**config.mk**
```make
export PLATFORM = sky130hd
export DESIGN_NAME = bcd_stopwatch_ctrl
export DESIGN_NICKNAME = d
export VERILOG_FILES = /design/src/rtl/bcd_stopwatch_ctrl.sv
export SDC_FILE = /design/constraint.sdc
export NUM_CORES = 1
export LEC_CHECK = 0
export ABC_AREA = 1
export CORE_MARGIN = 10
export CORE_UTILIZATION = 53
export CTS_CLUSTER_DIAMETER = 50
export DETAILED_ROUTE_END_ITERATION = 16
export GPL_TIMING_DRIVEN = 0
export PLACE_DENSITY = 0.84
export SLEW_MARGIN = 20
export SYNTH_ARGS = -nofsm -noshare
export SYNTH_HDL_FRONTEND = slang
export SYNTH_SLANG_ARGS = --single-unit
```
**constraint.sdc**
```tcl
create_clock -name clk -period 2.6 [get_ports clk]
set_clock_uncertainty 0.15 [all_clocks]
set_input_delay 0.39 -clock clk [delete_from_list [all_inputs] [get_ports clk]]
set_output_delay 0.39 -clock clk [all_outputs]
set_load 0.01 [all_outputs]
```
**src/rtl/bcd_stopwatch_ctrl.sv**
```systemverilog
// Stopwatch sequencer for a chain of cascaded BCD digits: prescaler, start/stop/clear/lap FSM,
// per-digit carry enables and a lap snapshot register. All outputs are registered.
//
// state | meaning
// IDLE  | count cleared, waiting for start
// RUN   | prescaler advancing, digits step on every tick event
// PAUSE | count and prescaler frozen, start resumes
// DONE  | saturated at all-nines (WRAP=0 only), left only by clear or reset
module bcd_stopwatch_ctrl #(
   parameter int NUM_DIGITS = 4,
   parameter int TICK_DIV   = 10,
   parameter int WRAP       = 1
) (
   input  logic                    clk,
   input  logic                    reset,
   input  logic                    start,
   input  logic                    stop,
   input  logic                    clear,
   input  logic                    lap,
   output logic [4*NUM_DIGITS-1:0] q,
   output logic [4*NUM_DIGITS-1:0] lap_q,
   output logic                    lap_valid,
   output logic                    running,
   output logic                    tick,
   output logic                    overflow
);

   localparam logic [1:0] S_IDLE  = 2'd0;
   localparam logic [1:0] S_RUN   = 2'd1;
   localparam logic [1:0] S_PAUSE = 2'd2;
   localparam logic [1:0] S_DONE  = 2'd3;

   localparam int            PW       = (TICK_DIV > 1) ? $clog2(TICK_DIV) : 1;
   localparam logic [PW-1:0] PRE_LAST = PW'(TICK_DIV - 1);

   logic [1:0]              state;
   logic [PW-1:0]           pre;
   logic [4*NUM_DIGITS-1:0] q_inc;
   logic [NUM_DIGITS-1:0]   digit_en;
   logic                    all_nine;

   // Codes above 9 are treated as 9 so a corrupted digit rolls over instead of sticking.
   always_comb begin
      q_inc    = q;
      digit_en = '0;
      all_nine = 1'b1;
      for (int k = 0; k < NUM_DIGITS; k++) begin
         digit_en[k] = all_nine;
         if (digit_en[k])
            q_inc[4*k +: 4] = (q[4*k +: 4] >= 4'd9) ? 4'd0 : q[4*k +: 4] + 4'd1;
         all_nine = all_nine && (q[4*k +: 4] >= 4'd9);
      end
   end

   always_ff @(posedge clk) begin
      if (reset) begin
         state     <= S_IDLE;
         pre       <= '0;
         q         <= '0;
         lap_q     <= '0;
         lap_valid <= 1'b0;
         running   <= 1'b0;
         tick      <= 1'b0;
         overflow  <= 1'b0;
      end else if (clear) begin
         state     <= S_IDLE;
         pre       <= '0;
         q         <= '0;
         lap_q     <= '0;
         lap_valid <= 1'b0;
         running   <= 1'b0;
         tick      <= 1'b0;
         overflow  <= 1'b0;
      end else begin
         lap_valid <= 1'b0;
         tick      <= 1'b0;
         if (WRAP != 0)
            overflow <= 1'b0;
         if (lap && state != S_IDLE) begin
            lap_q     <= q;
            lap_valid <= 1'b1;
         end
         case (state)
            S_IDLE: begin
               pre <= '0;
               if (start && !stop) begin
                  state   <= S_RUN;
                  running <= 1'b1;
               end
            end
            S_RUN: begin
               if (stop) begin
                  state   <= S_PAUSE;
                  running <= 1'b0;
               end else if (pre == PRE_LAST) begin
                  pre  <= '0;
                  tick <= 1'b1;
                  if (all_nine) begin
                     overflow <= 1'b1;
                     if (WRAP != 0) begin
                        q <= q_inc;
                     end else begin
                        state   <= S_DONE;
                        running <= 1'b0;
                     end
                  end else begin
                     q <= q_inc;
                  end
               end else begin
                  pre <= pre + 1'b1;
               end
            end
            S_PAUSE: begin
               if (start && !stop) begin
                  state   <= S_RUN;
                  running <= 1'b1;
               end
            end
            default: begin
               pre <= '0;
            end
         endcase
      end
   end

endmodule
```
**Word level (Yosys, flattened, before mapping)**

Index checks and enable logic that the tools add are counted.

- Output and inout bits: 36
- Register bits: 42
- Logic and storage cells: 65
- Input bits: 6

- $add $sub $neg: 5
- $lt $le $gt $ge: 4
- Equal/unequal tests: 6
- Multiplexer cells: 16
- Reductions and logical operators: 19
- Bitwise logic cells: 4

Operators by type and width:

| cell | count |
|---|---|
| 4-bit two-way mux | 6 |
| 4-bit by 1-bit adder with 4-bit output (second input constant) | 5 |
| 4-bit >= comparator (second input constant) | 4 |
| 4-bit AND reduction | 3 |
| 4-bit one-hot mux with 2 select lines | 1 |
| 3-bit AND reduction | 2 |
| 1-bit logical AND | 5 |
| 1-bit two-way mux | 5 |
| 5-bit OR reduction | 1 |
| 4-bit equality test (second input constant) | 1 |
| 2-bit two-way mux | 2 |
| 2-bit != test (second input constant) | 2 |
| 1-bit NOT | 4 |
| 2-bit one-hot mux with 2 select lines | 1 |
| 2-bit nonzero test | 2 |
| 2-bit OR reduction | 2 |
| 4-bit OR reduction | 1 |
| 2-bit by 1-bit equality test with 1-bit output (second input constant) | 1 |
| 2-bit equality test (second input constant) | 1 |
| 2-bit logical NOT | 1 |
| 2-bit by 1-bit != test with 1-bit output (second input constant) | 1 |
| 1-bit one-hot mux with 2 select lines | 1 |
| 2-bit AND reduction | 1 |
| 1-bit logical NOT | 1 |

**Logic depth before layout (Yosys ltp)**

Gate-level depths: netlist of run 1.

- Word-level depth: 5
- Gate-level depth with buffers: 11
- Mapped depth without buffers: 11

**Worst setup path after synthesis of run 1**

No wires, ideal clock.

- Kind: register to register
- Start: register q[0]
- End: register q[15]
- Setup slack: 0.854 ns
- Setup time: 0.109 ns
- Required time: 2.341 ns
- Clock period less this slack: 1.746 ns
- Path buffers: 0
- Stages on the path, launching flop included: 11
- Arrival time: 1.487 ns
- Cells stage by stage: dfxtp_1 -> inv_1 -> ha_1 -> a21oi_1 -> nand2_4 -> nor2_4 -> nand2_1 -> nand2_2 -> nand2_1 -> nand2_1 -> inv_1

- Cells in the longest elaborated chain, start to end: 4

Ends and longest elaborated chain:

| element | line | RTL |
|---|---|---|
| from (decl) | 20 | `output logic [4*NUM_DIGITS-1:0] q,` |
| from (signal assigned) | 101 | `q <= q_inc;` |
| from (signal assigned) | 107 | `q <= q_inc;` |
| 4-bit >= comparator | 51 | `all_nine = all_nine && (q[4*k +: 4] >= 4'd9);` |
| 1-bit logical AND (2 in a row) | 51 |  |
| 4-bit AND reduction (no line) | - |  |

Every way passes these cells.
A chain may end at the register's enable or synchronous reset.

**Worst setup path in the final report of run 1**

- Start: register q[8]
- End: register q[15]

- Cells in the longest elaborated chain, start to end: 3

Ends and longest elaborated chain:

| element | line |
|---|---|
| 4-bit >= comparator | 51 |
| 1-bit logical AND | 51 |
| 4-bit AND reduction (no line) | - |

Every way passes these cells.

==> out/qor.yml, run 1 <==
run_status:
  status: "complete, no violations"
timing:
  worst_pin_slew_ps: 588
  relSlewSlack: 0.607
  grt_setup_unrepaired: "no"
  finalCritPeriodShare: 0.765
  fin_crit_ps: 1990
  maxSlewViolCount: 0
  finalSetupTns_ps: 0
  hold_viol: 0
  setup_viol: 0
  worst_hold_slack_ps: 337
  fmax_ghz: 0.503
synthesis:
  syn_inst: 232
  ys_top_cells_by_area: "dfxtp_1 (45%), ha_1 (9.6%), a21oi_1 (8.5%)"
  synth_top_flop_cell: "dfxtp_1"
  synth_fp_nets: 252
  yosys.area.top_type: "dfxtp_1"
  syn_area_per_cell_um2: 7.90
  async_flop_share: 0
  synth_cell_types: 24
  ys_warn_count: 0
  seq_area_frac_synth: 0.448
  syn-cell-area_mm2: 0.00183
  yosys-top-cells-count: "dfxtp_1 (41), nand2_1 (35), inv_1 (33), a21oi_1 (31), o21ai_0 (23)"
  synth.most_common_cell: "dfxtp_1"
  synth_edf_count: 0
  yosysTopAreaCellShare: 0.448
  synth_seq_cells: 41
setup_path:
  cp-start-kind: "flop"
  path_cells: "inv_1 > ha_1 > a21oi_1 > nand2_1 > nand2_2 > nand2_1 > nand2_1 > inv_1"
  crit_path_frequent_cell: "nand2_1"
  crit_required_ps: 2720
  path_buf_inv: 2
  cp_max_fo: 8
  critPathSlowestCell: "a21oi_1"
  cp-end-kind: "flop"
  cp_top_family: "simple AND/OR/NAND/NOR gates"
  critPathMaxStageDelay_ps: 480
  critPathKind: "flop to flop"
  reg2reg_slack_ps: 610
  critPathArrivalTime_ps: 2110
clock_network:
  cts_num_sinks: 41
  postCtsSetupRepairBufs: 0
  numCtsBuffers: 5
  cts_tree: "built"
  post_cts_resized: 0
  cts-root-buf: "clkbuf_4"
  clk_pin_slew_ps: 120
  clockBufferDepth: 2
  htree_levels: 2
  clock_latency_ps: 360
  cts_hold_buffers: 0
cells_and_area:
  final_area_mm2: 0.00235
  n_antenna_cell: 0
  n_fill_cell: 291
  fin_util: 0.705
  multi_input_area_um2: 853
  nets: 300
  synthToLayoutAreaGrowth_pct: 28.3
  stdcell_count: 327
  drive_gt1_frac: 0.0605
  seqCellArea_um2: 821
routing:
  vias_per_cell: 5.11
  drtAntennaViolNets: 0
  drcViolationCount: 0
  drt_wl_total_um: 4310
  drt_iter0_markers: 124
  wl_per_cell_um: 13.2
  num_vias: 1670
  dr.pass1.iters: 4
power:
  peakVddDrop_v: 0.000340
  p_leak_uw: 0.000904
  power_density_mw_per_mm2: 423
global_routing:
  grt_max_degree: 13
  track_usage: 0.139
  grt_pass1_vias: 1610
  grt_overflow_total: 0
  grt_first_pass_wirelength_um: 7130
  antenna_found_initial: 0
placement:
  placed_area_mm2: 0.00230
  place.port_buffers: 41
  hpwlAfterDp_um: 3180
  gp_congestion: 0.800
  dp_cells: 319
die:
  core_area_mm2: 0.00334
  num_rows: 21
  die-width_um: 78.8
  io_pins: 42
  fp.dieH_um: 78.8
  initial_core_util: 0.549
  design.die.area_mm2: 0.00621
hold_path:
  hold_class: "flop to flop"
job:
  cap_violations: 0
-- sequential cells by signal, indices dropped and copies added (netlist names) --
name,cells
tick,1
overflow,1
state,2
lap_valid,1
q,16
lap_q,16
pre,4
-- per-stage QoR --
stage | power, µW | setup WS, ps
final | 995 | 612
after global routing | 1030 | 443
after CTS | 1000 | 631
after detailed placement | 693 | 387
after global placement | 692 | 454
after floorplan | 670 | 854
-- cell type report --
class                      instances  area share
buffer                             6      0.0128
clock inverter                     2     0.00426
sequential                        41       0.349
multi-input combinational        151       0.363
timing repair buffer              41       0.175
tap                               46      0.0245
clock buffer                       6      0.0176
inverter                          34      0.0543
-- logic make-up (layout without fill, tap and decap cells) --
logic type | count (synthesis) | count (layout) | share of synthesized area
AOI/OAI and AO/OA | 59 | 59 | 0.168
xor gates and xnor gates | 1 | 1 | 0.00478
adders and majority gates | 14 | 14 | 0.0956
buffers and inverters | 40 | 89 | 0.0861
DFF | 41 | 41 | 0.448
and+or+nand+nor | 77 | 77 | 0.197
-- per-layer routing --
layer	global-route usage	routed length, µm	vias up
met4	0.0484	69	0
met2	0.231	2010	42
met3	0.0676	366	8
li1	-	-	852
met1	0.152	1860	768
met5	0	0	-
-- report_power, final --
group	internal, µW	switching (µW)	total [µW]
combinational	18.8	25.6	44.4
clock	103	213	316
sequential	632	2.74	635
-- final timing paths --
| kind | startpoint | to | depth (start not counted) |
|---|---|---|---|
| max | q[8]$_SDFFE_PP0P_ | q[15]$_SDFFE_PP0P_ | 8 |
| min | state[1]$_SDFFE_PP0P_ | state[1]$_SDFFE_PP0P_ | 2 |
| max reg2reg | q[8]$_SDFFE_PP0P_ | q[15]$_SDFFE_PP0P_ | 8 |
| min reg2reg | state[1]$_SDFFE_PP0P_ | state[1]$_SDFFE_PP0P_ | 2 |
-- worst register-to-register path, stage by stage, from the launching register on --
cell and delay [ps]:
dfxtp_1 420, inv_1 120, ha_1 210, a21oi_1 480
nand2_1 200, nand2_2 150, nand2_1 80, nand2_1 60
inv_1 30
-- placed cells by master, fill, tap and decap left out, types with 6 or more instances in the layout --
| cell | synthesis | routed |
|---|---|---|
| clkdlybuf4s50_1 | 0 | 41 |
| dfxtp_1 | 41 | 41 |
| nand2_1 | 35 | 35 |
| inv_1 | 33 | 33 |
| a21oi_1 | 31 | 31 |
| o21ai_0 | 23 | 23 |
| nor2_1 | 16 | 16 |
| ha_1 | 14 | 14 |
| nand3_1 | 10 | 10 |
| clkbuf_1 | 5 | 6 |
No activity file was read; power rests on OpenSTA's default activity.
==> run 2, diff against run 1 <==
Settings changed: CORE_UTILIZATION 53 to 49, PLACE_DENSITY 0.84 to 0.78.
Clock period 2.6 ns to 2 ns, I/O delays scaled along.
==> run 2 against run 1 <==
Core utilization down 3.3 points. Setup slack worse by 440 ps. First-iteration DRC count down 21%. Maximum frequency up 8.5%. Die area up 6.1%. Combinational power up 33%. Critical endpoint is now q[12]$_SDFFE_PP0P_. Largest power group unchanged.
==> out/qor.yml, run 2 (synthesis gave the netlist of run 1 again) <==
setup_path:
  cp-start-kind: "flop"
  cp_top_family: "simple AND/OR/NAND/NOR gates"
  path_cells: "inv_1 > ha_1 > a21oi_1 > nand2_4 > nor2_4 > nand2_1 > nand2_2 > nand2_1 > nand2_1 > inv_1"
  crit_path_frequent_cell: "nand2_1"
  critPathKind: "flop to flop"
  crit_required_ps: 2050
  path_depth: 10
  critPathSlowestCell: "dfxtp_1"
  cp_max_fo: 7
  regToRegEndpoint: "q[12]$_SDFFE_PP0P_"
  critPathArrivalTime_ps: 1880
  rr_worst_depth: 10
  r2r-start: "q[1]$_SDFFE_PP0P_"
  critPathMaxStageDelay_ps: 370
  cp-end-kind: "flop"
  path_buf_inv: 2
  reg2reg_slack_ps: 170
power:
  p_leak_uw: 0.000943
  power_density_mw_per_mm2: 602
  peakVddDrop_v: 0.000397
  p_total_uw: 1470
timing:
  finalCritPeriodShare: 0.916
  fin_crit_ps: 1830
  layout_setup_ws_ps: 168
  worst_pin_slew_ps: 500
  fmax_ghz: 0.546
  hold_viol: 0
  setup_viol: 0
  maxSlewViolCount: 0
  relSlewSlack: 0.666
cells_and_area:
  final_common_cell: "clkdlybuf4s50_1"
  final_cell_mix: "clkdlybuf4s50_1 (41), dfxtp_1 (40), nand2_1 (35), inv_1 (33), a21oi_1 (30)"
  largestRegisters: "lap_q x16, q x16, pre x4"
  synthToLayoutAreaGrowth_pct: 33.3
  final_area_mm2: 0.00244
  nets: 303
  n_antenna_cell: 0
  drive_gt1_frac: 0.0845
  n_fill_cell: 313
placement:
  hpwlAfterDp_um: 3120
  placed_area_mm2: 0.00230
  place_ws_ps: -94.6
  place.port_buffers: 41
  gp_congestion: 0.831
routing:
  drt_iter0_markers: 98
  drcViolationCount: 0
  drtAntennaViolNets: 0
  drt_wl_total_um: 4310
  num_vias: 1673
  wl_per_cell_um: 13.0
  dr.pass1.iters: 4
  vias_per_cell: 5.04
clock_network:
  cts_hold_buffers: 0
  clock_latency_ps: 290
  clockBufferDepth: 2
  clk_pin_slew_ps: 80
  htree_levels: 2
  cts_num_sinks: 41
  cts-root-buf: "clkbuf_8"
  cts_tree: "built"
  numCtsBuffers: 5
hold_path:
  hold_class: "flop to flop"
  whs_path_depth: 2
  hp-start: "state[1]$_SDFFE_PP0P_"
  worstHoldEndpoint: "state[1]$_SDFFE_PP0P_"
global_routing:
  track_usage: 0.138
  grt_max_degree: 13
  grt_first_pass_wirelength_um: 7290
  grt_pass1_vias: 1649
  antenna_found_initial: 0
  grt_overflow_total: 0
die:
  initial_core_util: 0.504
  io_pins: 42
  fp.dieH_um: 81.1
  die-width_um: 81.1
  design.die.area_mm2: 0.00658
  core_area_mm2: 0.00363
  num_rows: 22
run_status:
  status: "complete, no violations"
job:
  cap_violations: 0
run 2: how the worst max path moves through the flow:
| stage | from | to | slack (ps) |
|---|---|---|---|
| global route | pre[1]$_SDFFE_PP0P_ | q[15]$_SDFFE_PP0P_ | -8 |
| global placement | stop | q[12]$_SDFFE_PP0P_ | -60 |
| finish | q[1]$_SDFFE_PP0P_ | q[12]$_SDFFE_PP0P_ | 170 |
| detailed placement | reset | lap_q[15]$_SDFFE_PP0P_ | -90 |
| CTS | q[0]$_SDFFE_PP0P_ | q[12]$_SDFFE_PP0P_ | 120 |
| floorplan | q[0]$_SDFFE_PP0P_ | q[15]$_SDFFE_PP0P_ | 250 |
run 2: routing by layer:
metal,up-vias,GRT usage,routed length [µm]
met5,-,0,0
met4,0,0.0519,78
met3,10,0.0585,342
met2,38,0.227,1990
met1,763,0.156,1900
li1,862,-,-
run 2: tightest hold or removal path, delay by kind of cell, from the launching register on:
| family | cells | cell delay, ps |
|---|---|---|
| compound gates | 2 | 120 |
| flops | 1 | 320 |
run 2: power by group:
| part | internal [µW] | switching [µW] |
|---|---|---|
| Combinational | 24.7 | 34.3 |
| Sequential | 821 | 3.41 |
| Clock | 312 | 275 |
run 2: what timing repair did:
action / in CTS / in global routing
setup endpoints to repair: 2 / 4
pin swaps: 0 / 1
buffers inserted: 0 / 3
gates resized for setup: 1 / 3
run 2: area by class of cell:
type | count | area, µm² | area share
Timing Repair Buffer | 44 | 433 | 0.177
Buffer | 6 | 30.0 | 0.0123
Multi-Input combinational cell | 151 | 867 | 0.355
Inverter | 34 | 128 | 0.0523
Sequential cell | 41 | 822 | 0.337
Clock inverter | 1 | 5.00 | 0.00205
Tap cell | 48 | 60.1 | 0.0246
Clock buffer | 7 | 96.3 | 0.0395
run 2: through the flow:
step            util  hold slack (ps)  std cells  TNS [ps]
5_1_grt        0.672              364        332     -8.20
3_5_place_dp   0.634              328        321     -1380
4_1_cts        0.663              338        329         0
3_3_place_gp   0.634              323        321      -736
6_report       0.672              332        332         0
2_1_floorplan      -              304        232         0
